**config.mk**
```make
export PLATFORM = sky130hd
export DESIGN_NAME = gray_to_color_adapter
export DESIGN_NICKNAME = d
export VERILOG_FILES = /design/src/rtl/gray_to_color_adapter.sv
export SDC_FILE = /design/constraint.sdc
export NUM_CORES = 1
export LEC_CHECK = 0
export ABC_CLOCK_PERIOD_IN_PS = 10500
export CAP_MARGIN = 15
export CORE_MARGIN = 2
export CORE_UTILIZATION = 40
export DETAILED_ROUTE_END_ITERATION = 8
export PLACE_DENSITY = 0.58
export SLEW_MARGIN = 30
export SYNTH_ARGS = -nofsm -noshare
export SYNTH_HDL_FRONTEND = slang
export SYNTH_SLANG_ARGS = --single-unit
```
**constraint.sdc**
```tcl
create_clock -name clk_i -period 10.5 [get_ports clk_i]
set_clock_uncertainty 0.15 [all_clocks]
set_input_delay 2.625 -clock clk_i [delete_from_list [all_inputs] [get_ports clk_i]]
set_output_delay 2.625 -clock clk_i [all_outputs]
set_load 0.02 [all_outputs]
```
**src/rtl/gray_to_color_adapter.sv**
```systemverilog
// gray_to_color_adapter
//   Expands one grayscale pixel per AXI4-Stream beat into CHANNELS colour
//   channels. Three modes are available: replicate, per-channel tint gain
//   (truncating, saturating) and invert. Mode and gains are captured only on
//   an accepted start-of-frame beat (tuser=1), so every frame uses a single
//   configuration. The datapath has two registered stages and full
//   backpressure.
//
// Ports
//   clk_i, rstn_i      clock, synchronous active-low reset
//   mode_i, gain_i     requested configuration (latched on accepted tuser)
//   video_i_*          input stream, pixel in tdata[PX_WIDTH-1:0]
//   video_o_*          output stream, channel c at [c*PX_WIDTH +: PX_WIDTH]
//   active_mode_o      mode currently in effect
module gray_to_color_adapter #(
  parameter int PX_WIDTH       = 10,
  parameter int CHANNELS       = 3,
  parameter int GAIN_WIDTH     = 12,
  parameter int GAIN_FRAC      = 8,
  parameter int RX_TDATA_WIDTH = ((PX_WIDTH + 7) / 8) * 8,
  parameter int TX_TDATA_WIDTH = ((PX_WIDTH * CHANNELS + 7) / 8) * 8
) (
  input  logic                           clk_i,
  input  logic                           rstn_i,
  input  logic [1:0]                     mode_i,
  input  logic [CHANNELS*GAIN_WIDTH-1:0] gain_i,
  input  logic                           video_i_tvalid,
  input  logic [RX_TDATA_WIDTH-1:0]      video_i_tdata,
  input  logic                           video_i_tlast,
  input  logic                           video_i_tuser,
  input  logic [RX_TDATA_WIDTH/8-1:0]    video_i_tstrb,
  input  logic [RX_TDATA_WIDTH/8-1:0]    video_i_tkeep,
  input  logic                           video_i_tdest,
  input  logic                           video_i_tid,
  output logic                           video_i_tready,
  output logic                           video_o_tvalid,
  output logic [TX_TDATA_WIDTH-1:0]      video_o_tdata,
  output logic                           video_o_tlast,
  output logic                           video_o_tuser,
  output logic [TX_TDATA_WIDTH/8-1:0]    video_o_tstrb,
  output logic [TX_TDATA_WIDTH/8-1:0]    video_o_tkeep,
  output logic                           video_o_tdest,
  output logic                           video_o_tid,
  input  logic                           video_o_tready,
  output logic [1:0]                     active_mode_o
);

  localparam int PROD_W = PX_WIDTH + GAIN_WIDTH;
  localparam int GAINS_W = CHANNELS * GAIN_WIDTH;
  localparam int PRODS_W = CHANNELS * PROD_W;

  localparam logic [1:0] MODE_TINT   = 2'd1;
  localparam logic [1:0] MODE_INVERT = 2'd2;

  localparam logic [GAIN_WIDTH-1:0] GAIN_ONE = GAIN_WIDTH'(1) << GAIN_FRAC;
  localparam logic [PX_WIDTH-1:0]   PX_MAX   = '1;
  localparam logic [PROD_W-1:0]     PX_MAX_W = PROD_W'(PX_MAX);

  // Active configuration
  logic [1:0]         mode_q, mode_d;
  logic [GAINS_W-1:0] gain_q, gain_d;

  // Stage 1: pixel, sideband, mode snapshot and raw tint products
  logic                s1_valid_q, s1_valid_d;
  logic [PX_WIDTH-1:0] s1_px_q, s1_px_d;
  logic                s1_last_q, s1_last_d;
  logic                s1_user_q, s1_user_d;
  logic [1:0]          s1_mode_q, s1_mode_d;
  logic [PRODS_W-1:0]  s1_prod_q, s1_prod_d;

  // Stage 2: packed output beat
  logic                      s2_valid_q, s2_valid_d;
  logic [TX_TDATA_WIDTH-1:0] s2_data_q, s2_data_d;
  logic                      s2_last_q, s2_last_d;
  logic                      s2_user_q, s2_user_d;

  logic en;
  logic accept;
  logic cfg_load;

  // Configuration latch. The start-of-frame beat itself must already see the
  // new configuration, so stage 1 samples mode_d/gain_d rather than the flops.
  always_comb begin
    en       = !s2_valid_q || video_o_tready;
    accept   = video_i_tvalid && en;
    cfg_load = accept && video_i_tuser;
    mode_d   = mode_q;
    gain_d   = gain_q;
    if (cfg_load) begin
      mode_d = mode_i;
      gain_d = gain_i;
    end
  end

  always_comb begin
    s1_valid_d = s1_valid_q;
    s1_px_d    = s1_px_q;
    s1_last_d  = s1_last_q;
    s1_user_d  = s1_user_q;
    s1_mode_d  = s1_mode_q;
    s1_prod_d  = s1_prod_q;
    if (en) begin
      s1_valid_d = video_i_tvalid;
      s1_px_d    = video_i_tdata[PX_WIDTH-1:0];
      s1_last_d  = video_i_tlast;
      s1_user_d  = video_i_tuser;
      s1_mode_d  = mode_d;
      for (int c = 0; c < CHANNELS; c++) begin
        s1_prod_d[c*PROD_W +: PROD_W] =
          PROD_W'(video_i_tdata[PX_WIDTH-1:0]) * PROD_W'(gain_d[c*GAIN_WIDTH +: GAIN_WIDTH]);
      end
    end
  end

  always_comb begin
    logic [PROD_W-1:0]   shifted;
    logic [PX_WIDTH-1:0] ch;
    shifted    = '0;
    ch         = '0;
    s2_valid_d = s2_valid_q;
    s2_data_d  = s2_data_q;
    s2_last_d  = s2_last_q;
    s2_user_d  = s2_user_q;
    if (en) begin
      s2_valid_d = s1_valid_q;
      s2_last_d  = s1_last_q;
      s2_user_d  = s1_user_q;
      s2_data_d  = '0;
      for (int c = 0; c < CHANNELS; c++) begin
        shifted = s1_prod_q[c*PROD_W +: PROD_W] >> GAIN_FRAC;
        case (s1_mode_q)
          MODE_TINT:   ch = (shifted > PX_MAX_W) ? PX_MAX : shifted[PX_WIDTH-1:0];
          MODE_INVERT: ch = ~s1_px_q;
          default:     ch = s1_px_q;  // replicate, reserved mode 3 included
        endcase
        s2_data_d[c*PX_WIDTH +: PX_WIDTH] = ch;
      end
    end
  end

  always_ff @(posedge clk_i) begin
    if (!rstn_i) begin
      mode_q     <= '0;
      gain_q     <= {CHANNELS{GAIN_ONE}};
      s1_valid_q <= 1'b0;
      s1_px_q    <= '0;
      s1_last_q  <= 1'b0;
      s1_user_q  <= 1'b0;
      s1_mode_q  <= '0;
      s1_prod_q  <= '0;
      s2_valid_q <= 1'b0;
      s2_data_q  <= '0;
      s2_last_q  <= 1'b0;
      s2_user_q  <= 1'b0;
    end else begin
      mode_q     <= mode_d;
      gain_q     <= gain_d;
      s1_valid_q <= s1_valid_d;
      s1_px_q    <= s1_px_d;
      s1_last_q  <= s1_last_d;
      s1_user_q  <= s1_user_d;
      s1_mode_q  <= s1_mode_d;
      s1_prod_q  <= s1_prod_d;
      s2_valid_q <= s2_valid_d;
      s2_data_q  <= s2_data_d;
      s2_last_q  <= s2_last_d;
      s2_user_q  <= s2_user_d;
    end
  end

  assign video_i_tready = en;
  assign video_o_tvalid = s2_valid_q;
  assign video_o_tdata  = s2_data_q;
  assign video_o_tlast  = s2_last_q;
  assign video_o_tuser  = s2_user_q;
  assign video_o_tstrb  = '1;
  assign video_o_tkeep  = '1;
  assign video_o_tdest  = 1'b0;
  assign video_o_tid    = 1'b0;
  assign active_mode_o  = mode_q;

  // Sideband inputs and tdata padding carry no meaning for this block.
  logic unused_inputs;
  assign unused_inputs = ^{video_i_tstrb, video_i_tkeep, video_i_tdest, video_i_tid,
                           video_i_tdata};

endmodule

```
==> flow_summary.toml, run 1 <==
[run_status]
status = "finished clean"

[timing]
setup_viol = 0
drv_slew = 0
setup_tns_ns = 0
timing.final.crit_period_ns = 9.246
maxSlewHeadroom_pct = 38.13
hold_viol_final = 0
clock.fmax_ghz = 0.1082
worst_pin_slew_ns = 0.9280
rsz0062_at_grt = "no"
fin_crit_sh_pct = 88.05

[power_and_ir_drop]
ir_drop_v = 0.0001481
power_density_nw_per_um2 = 157.0
p_leak_nw = 8.878

[setup_path]
worst-endpoint-arrival_ns = 9.39
cp-end-kind = "flop"
r2r_cells = 21
crit_path_max_fanout = 34
required_ns = 10.65
criticalPathCategory = "primary input to flop"
setup.worst_path.start_class = "primary input"

[placed_design]
place_area_um2 = 17580
dp_hpwl_mm = 32.22
gp_congestion = 0.8016
numPortBuffers = 89

[routing]
firstDrtPassIters = 5
vias = 12310
drt_iter0_drc = 691
route.detailed.drc = 0
wl_mm = 41.88
wl_per_cell_um = 17.49
ant_nets = 0
vias_per_cell = 5.139

[logic_synthesis]
synth_cell_types = 64
synth_ff_type = "dfxtp_1"
ys_seq_area_share_pct = 15.69
synth_top_area_share_pct = 28.32
synth.largest_area_cell = "fa_1"
syn-instance-count = 1834
postSynth.asyncResetShare_pct = 0
yosysMostFrequentCell = "nand2_1"
yosys_warnings = 0
synthTopCellsByArea = "fa_1 28%, dfxtp_1 16%, ha_1 13%"
syn_area_um2 = 16330
synth_edf_count = 0
synth.ff_latch_count = 128
synth_area_per_cell_um2 = 8.904
synthTopCellsByCount = "255 x nand2_1, 237 x inv_1, 231 x fa_1, 208 x and2_1, 167 x ha_1"

[finish]
drive_above_1_share_pct = 8.052
diodes = 0
final_util_pct = 44.71
nets = 2314
syn_to_final_growth_pct = 11.03
stdcell_area_um2 = 18130

[die]
core_area_um2 = 40550
dieArea_um2 = 42460
initial_core_util_pct = 40.27
num_io_pins = 114
dieHeight_um = 206.1
rows = 74
die_w_um = 206.1

[cts]
cts_sinks = 128
clk_path_buf_depth = 2
cts_tree = "done"
post_cts_resize_count = 0
cts_buffers = 17
clkTransAtPathRegs_ns = 0.07
hold_buffers = 0
clk_latency_ns = 0.44
cts-root-buf = "clkbuf_16"
postCtsSetupRepairBufs = 0
htree_levels = 4

[global_route]
met1_usage_pct = 29.26
grtUsageMet2_pct = 34.22
grt_first_pass_wirelength_mm = 68.16
busiest_layer = "met2"
use_met3_pct = 2.744
overflow = 0
grt_max_degree = 63
grt_pass1_vias = 12770
antenna_found_initial = 1
grt_util_all_layers_pct = 20.76

[hold_path]
holdPathStages = 2
hp-class = "flop to flop"

[job]
maxCapViolCount = 0
==> layer usage <==
layer	part of all wire, %	up-vias
li1	-	5865
met4	1.1	0
met5	0	-
met3	4.4	30
met1	49	6162
met2	46	251
==> critical path: stages <==
cell	delay [ns]
clkdlybuf4s50_1	0.49
nand2_1	0.26
nor2_4	0.32
buf_12	0.27
mux2_2	0.50
and2_1	0.22
fa_1	0.48
fa_1	0.57
fa_1	0.44
fa_1	0.49
inv_1	0.05
fa_1	0.47
inv_1	0.04
ha_1	0.38
a211o_1	0.33
a21oi_1	0.20
nand2_1	0.08
a221oi_1	0.42
a31oi_1	0.18
a31o_2	0.27
xnor2_1	0.15
o21ai_1	0.07
==> sequential cells by signal, summed over array words and instances, names as in the netlist <==
| register | flops |
|---|---|
| video_o_tdata | 30 |
| s1_px_q | 10 |
| s1_prod_q | 42 |
| s1_last_q | 1 |
| gain_q | 36 |
| active_mode_o | 2 |
| video_o_tlast | 1 |
| video_o_tvalid | 1 |
| video_o_tuser | 1 |
| s1_mode_q | 2 |
| s1_valid_q | 1 |
| s1_user_q | 1 |
==> final timing paths <==
path	to	slack (ns)	startpoint
hold / removal	s1_prod_q[43]	0.30	s1_prod_q[43]
hold reg to reg	s1_prod_q[43]	0.30	s1_prod_q[43]
setup / recovery	s1_prod_q[20]	1.25	video_i_tuser
setup reg to reg	s1_prod_q[20]	3.85	video_o_tvalid
==> stage by stage <==
stage          hold WS (ns)  power (mW)  instances  setup WS, ns
4_1_cts              0.2964       2.871       2395         1.325
3_3_place_gp         0.2814       2.246       2363        0.9181
5_1_grt              0.3122       3.131       2395         1.027
2_1_floorplan        0.2680       1.870       1844         1.857
6_report             0.2951       2.847       2395         1.254
3_5_place_dp         0.2880       2.272       2363        0.8759
==> cell families after synthesis <==
kind of cell | Yosys count | share of synthesized area, %
adder cells (fa/ha/maj) | 398 | 41.12
flip-flops | 128 | 15.69
XOR/XNOR | 38 | 2.038
other | 2 | 0.04599
buffers and inverters | 368 | 8.835
multiplexers | 38 | 2.575
AO/OA/AOI/OAI | 273 | 11.53
AND/OR/NAND/NOR | 589 | 18.17
==> layout by cell type (no fill, tap or decap), drive strengths merged, types with 4 or more instances in the layout <==
| cell type | netlist | final |
|---|---|---|
| o21ai | 63 | 63 |
| mux2i | 6 | 6 |
| ha | 167 | 167 |
| clkdlybuf4s50 | 0 | 81 |
| nor2 | 34 | 34 |
| buf | 24 | 35 |
| xnor2 | 17 | 17 |
| or3 | 7 | 7 |
| inv | 238 | 242 |
| conb | 2 | 12 |
| a21oi | 88 | 88 |
| a211oi | 8 | 8 |
| a31oi | 13 | 13 |
| a21o | 25 | 25 |
| nand3 | 13 | 13 |
| o221a | 31 | 31 |
| nor2b | 29 | 29 |
| o21a | 8 | 8 |
| nand2 | 255 | 255 |
| xor2 | 21 | 21 |
| clkbuf | 105 | 18 |
| nand2b | 18 | 18 |
| and2 | 208 | 208 |
| clkinv | 1 | 7 |
| a211o | 4 | 4 |
| and3 | 6 | 6 |
| fa | 231 | 231 |
| nand4 | 7 | 7 |
| dfxtp | 128 | 128 |
| mux2 | 32 | 32 |
| o31ai | 5 | 5 |
==> cell type report <==
type | instances | area (µm²)
Timing Repair Buffer | 116 | 1066
Fill cell | 4060 | 22420
Clock buffer | 18 | 429.2
Tap cell | 532 | 665.6
Multi-Input combinational cell | 1348 | 12370
Sequential cell | 128 | 2562
Clock inverter | 14 | 133.9
Inverter | 239 | 899.6
==> power by group <==
part / internal [mW] / total, mW / switching (mW)
Clock: 0.329 / 0.582 / 0.253
Combinational: 0.699 / 1.66 / 0.962
Sequential: 0.566 / 0.604 / 0.0384
Total: 1.59 / 2.85 / 1.25
No activity file was read; power rests on OpenSTA's default activity.
==> run 2, diff against run 1 <==
--- a/config.mk
+++ b/config.mk
@@ -9,9 +9,10 @@
 export CAP_MARGIN = 15
 export CORE_MARGIN = 2
 export CORE_UTILIZATION = 40
+export CTS_CLUSTER_SIZE = 14
 export DETAILED_ROUTE_END_ITERATION = 8
 export PLACE_DENSITY = 0.58
-export SLEW_MARGIN = 30
+export SLEW_MARGIN = 20
 export SYNTH_ARGS = -nofsm -noshare
 export SYNTH_HDL_FRONTEND = slang
 export SYNTH_SLANG_ARGS = --single-unit
==> flow_summary.toml, run 2 (same netlist as run 1, synthesis figures left out) <==
[setup_path]
cp_cell_sequence = "clkdlybuf4s50_1 -> nand2_1 -> nor2_4 -> buf_12 -> mux2_2 -> and2_1 -> fa_1 -> fa_1 -> fa_1 -> fa_1 -> inv_1 -> fa_1 -> inv_1 -> ha_1 -> a211o_1 -> a21oi_1 -> nand2_1 -> a221oi_1 -> a31oi_1 -> a31oi_1 -> xor2_1 -> o21ai_1"
cpLargestDelayFamily = "adder cells"
criticalPathCategory = "primary input to flop"
setup.worst_path.start_class = "primary input"
max_stage_delay_ns = 0.57
crit_path_max_fanout = 34
required_ns = 10.64
worst-endpoint-arrival_ns = 9.36
cp_slowest_cell = "fa_1"
cp-end-kind = "flop"
crit_top_cell = "fa_1"
crit_start = "video_i_tuser"
worstReg2RegStart = "video_o_tvalid"
r2r_setup_slack_ns = 3.87
worstPathBufferInverterCount = 4

[global_route]
grt_util_all_layers_pct = 20.90
grt_first_pass_wirelength_mm = 68.67
overflow = 0
grt_max_degree = 63
antenna_found_initial = 2
grt_pass1_vias = 12930

[timing]
rsz0062_at_grt = "no"
worst_pin_slew_ns = 1.115
hold_viol_final = 0
timing.final.crit_period_ns = 9.211
setup_tns_ns = 0
fin_crit_sh_pct = 87.73
clock.fmax_ghz = 0.1086
setup_viol = 0
maxSlewHeadroom_pct = 25.43
drv_slew = 0
fin_ws_ns = 1.289

[cts]
hold_buffers = 0
cts-root-buf = "clkbuf_16"
clk_path_buf_depth = 2
clk_latency_ns = 0.45
post_cts_resize_count = 0
cts_buffers = 17
clkTransAtPathRegs_ns = 0.06
cts_sinks = 128
postCtsSetupRepairBufs = 0
cts_tree = "done"
htree_levels = 4

[placed_design]
gp_congestion = 0.8016
numPortBuffers = 89
pre_cts_slack_ns = 0.8712
dp_hpwl_mm = 32.17

[die]
die_w_um = 206.1
initial_core_util_pct = 40.27
dieHeight_um = 206.1
core_area_um2 = 40550
rows = 74
dieArea_um2 = 42460
num_io_pins = 114

[finish]
final_common_cell = "nand2_1"
final_cell_mix = "255 x nand2_1, 237 x inv_1, 231 x fa_1, 208 x and2_1, 166 x ha_1"
multiInputGateArea_um2 = 12370
nets = 2314
largest_reg_flops = 42
drive_above_1_share_pct = 7.837
n_fill_cell = 4052
syn_to_final_growth_pct = 11.17
regArea_um2 = 2562
top_register = "s1_prod_q"

[routing]
ant_nets = 0
wl_mm = 41.87
vias = 12270
drt_iter0_drc = 705
route.detailed.drc = 0
wl_per_cell_um = 17.47
firstDrtPassIters = 5
vias_per_cell = 5.120

[hold_path]
hp-class = "flop to flop"
min_from = "s1_prod_q[13]"

[power_and_ir_drop]
p_leak_nw = 8.878
ir_drop_v = 0.0001225
power_density_nw_per_um2 = 156.6

[job]
maxCapViolCount = 0

[run_status]
status = "finished clean"
run 2: report_power, final:
group | switching [mW] | internal [mW]
sequential | 0.0373 | 0.565
clock | 0.250 | 0.329
combinational | 0.962 | 0.700
total | 1.25 | 1.59
run 2: worst reg2reg max path, stage by stage, from the launching register on:
cell and delay, ns:
dfxtp_1 0.30, nor2b_4 0.13, nor2_4 0.24, buf_12 0.28, mux2_2 0.54, and2_1 0.23
fa_1 0.48, fa_1 0.57, fa_1 0.44, fa_1 0.49, inv_1 0.05, fa_1 0.47
inv_1 0.04, ha_1 0.38, a211o_1 0.33, a21oi_1 0.20, nand2_1 0.08, a221oi_1 0.41
a31oi_1 0.19, a31oi_1 0.23, xor2_1 0.18, o21ai_1 0.07
run 2: layer usage:
| metal | routed length (µm) | part of all wire (%) | track usage, % | vias to the layer above |
|---|---|---|---|---|
| met1 | 20230 | 48 | 29.02 | 6111 |
| met5 | 0 | 0 | 0 | - |
| li1 | - | - | - | 5873 |
| met3 | 1949 | 4.7 | 3.154 | 34 |
| met2 | 19200 | 46 | 34.60 | 249 |
| met4 | 491 | 1.2 | 4.260 | 0 |
run 2: final cells by class:
type	count	share of cell area, %
diodes	1	0.01378
clock buffers	18	2.364
clock inverters	14	0.7375
inverters	239	4.956
multi-input cells	1348	68.16
flip-flops and latches	128	14.12
well taps	532	3.667
repair buffers	116	5.982
run 2: through the flow:
step	total power, mW	hold slack [ns]	instances	util [%]	cell area (µm²)
floorplan	1.870	0.2680	1844	-	16370
global placement	2.246	0.2814	2363	43.38	17590
detailed placement	2.271	0.2876	2363	43.38	17590
global route	3.131	0.3122	2395	44.76	18150
CTS	2.870	0.2961	2395	44.76	18150
finish	2.843	0.2921	2396	44.76	18150
run 2: final timing paths:
path	end	cells after the start
setup / recovery	s1_prod_q[19]	22
hold / removal	s1_prod_q[13]	2
hold reg to reg	s1_prod_q[13]	2
setup reg to reg	s1_prod_q[19]	21
==> run 3, diff against run 2 <==
--- a/config.mk
+++ b/config.mk
@@ -7,11 +7,11 @@
 export LEC_CHECK = 0
 export ABC_CLOCK_PERIOD_IN_PS = 10500
 export CAP_MARGIN = 15
-export CORE_MARGIN = 2
-export CORE_UTILIZATION = 40
+export CORE_MARGIN = 4
+export CORE_UTILIZATION = 29
 export CTS_CLUSTER_SIZE = 14
 export DETAILED_ROUTE_END_ITERATION = 8
-export PLACE_DENSITY = 0.58
+export PLACE_DENSITY = 0.45
 export SLEW_MARGIN = 20
 export SYNTH_ARGS = -nofsm -noshare
 export SYNTH_HDL_FRONTEND = slang
==> flow_summary.toml, run 3 (same netlist as run 1, synthesis figures left out) <==
[global_route]
antenna_found_initial = 1
grt_util_all_layers_pct = 15.76
grt_max_degree = 63
grt_pass1_vias = 13060
overflow = 0
grt_first_pass_wirelength_mm = 73.68

[routing]
ant_nets = 0
wl_mm = 45.77
firstDrtPassIters = 5
route.detailed.drc = 0
vias_per_cell = 4.688
drt_iter0_drc = 565
wl_per_cell_um = 17.52
vias = 12250

[placed_design]
numPortBuffers = 89
pre_cts_slack_ns = 0.8426
dp_hpwl_mm = 35.72
gp_congestion = 0.7995
dp_cells = 2580

[cts]
postCtsSetupRepairBufs = 0
clkTransAtPathRegs_ns = 0.06
clk_path_buf_depth = 2
clk_latency_ns = 0.47
hold_buffers = 0
htree_levels = 4
cts_buffers = 17
post_cts_resize_count = 0
cts-root-buf = "clkbuf_16"
cts_tree = "done"
cts_sinks = 128

[setup_path]
setup.worst_path.start_class = "primary input"
crit_path_max_fanout = 24
worst-endpoint-arrival_ns = 9.41
cp-end-kind = "flop"
criticalPathCategory = "primary input to flop"
required_ns = 10.66

[finish]
regArea_um2 = 2562
top_register = "s1_prod_q"
nets = 2315
syn_to_final_growth_pct = 12.99
final_util_pct = 33.29
largest_reg_flops = 42
final_common_cell = "nand2_1"
n_fill_cell = 5818
final_cell_mix = "255 x nand2_1, 237 x inv_1, 231 x fa_1, 208 x and2_1, 167 x ha_1"
final_cells = 2612
drive_above_1_share_pct = 7.994
diodes = 0
multiInputGateArea_um2 = 12370

[power_and_ir_drop]
ir_drop_v = 0.0001282
p_leak_nw = 8.900
power_density_nw_per_um2 = 157.1

[timing]
rsz0062_at_grt = "no"
fin_ws_ns = 1.256
maxSlewHeadroom_pct = 29.46
clock.fmax_ghz = 0.1082
setup_tns_ns = 0
setup_viol = 0
drv_slew = 0
holdWs_ns = 0.2950
worst_pin_slew_ns = 1.055
fin_crit_sh_pct = 88.04
hold_viol_final = 0
timing.final.crit_period_ns = 9.244

[die]
dieHeight_um = 245.3
rows = 86
die_w_um = 245.3
core_area_um2 = 55420
num_io_pins = 114
dieArea_um2 = 60170
initial_core_util_pct = 29.47

[hold_path]
hp-class = "flop to flop"

[job]
maxCapViolCount = 0

[run_status]
status = "finished clean"
run 3: cell count changes in the layout (fill, tap and decap cells not counted), moves of 2 or more:
cell / delta
buf_2: +3
clkdlybuf4s50_1: -3
clkbuf_8: +2
inv_8: -2
run 3: path summary, 6_finish.rpt:
path                                startpoint  slack (ns)  depth (start not counted)            end
worst min register to register   s1_prod_q[12]        0.29                          2  s1_prod_q[12]
worst max-delay path             video_i_tuser        1.26                         22  s1_prod_q[20]
worst min-delay path             s1_prod_q[12]        0.29                          2  s1_prod_q[12]
worst max register to register  video_o_tvalid        3.88                         21  s1_prod_q[20]
run 3: area by class of cell:
cell class | count | area share, %
Clock inverter | 12 | 0.7188
Tap cell | 748 | 5.073
Timing Repair Buffer | 117 | 5.913
Multi-Input combinational cell | 1348 | 67.06
Sequential cell | 128 | 13.89
Clock buffer | 20 | 2.475
Inverter | 239 | 4.876
run 3: power breakdown:
part,switching [mW],leakage [nW],total (mW),internal (mW)
combinational,0.981,7.56,1.68,0.696
clock,0.251,0.283,0.612,0.362
sequential,0.0436,1.05,0.609,0.566
total,1.27,8.90,2.90,1.62
run 3: layer usage:
metal	vias up	part of all wire (%)	track usage, %
li1	5862	-	-
met1	6142	51	22.67
met2	209	44	25.17
met3	33	3.3	1.963
met4	0	1.4	3.994
met5	-	0	0
run 3: through the flow:
stage	cell area, µm²	power, mW
3_3_place_gp	17870	2.286
5_1_grt	18450	3.207
2_1_floorplan	16370	1.870
3_5_place_dp	17860	2.298
4_1_cts	18450	2.938
6_report	18450	2.898
run 3: worst max-delay path, stage by stage:
cell	delay (ns)
clkdlybuf4s50_1	0.51
nand2_1	0.30
nor2_4	0.34
buf_12	0.25
mux2_2	0.49
and2_1	0.22
fa_1	0.50
fa_1	0.56
fa_1	0.43
fa_1	0.49
inv_1	0.05
fa_1	0.47
inv_1	0.04
ha_1	0.38
a211o_1	0.33
a21oi_1	0.20
nand2_1	0.08
a221oi_1	0.43
a31oi_1	0.18
a31o_2	0.27
xnor2_1	0.14
o21ai_1	0.08
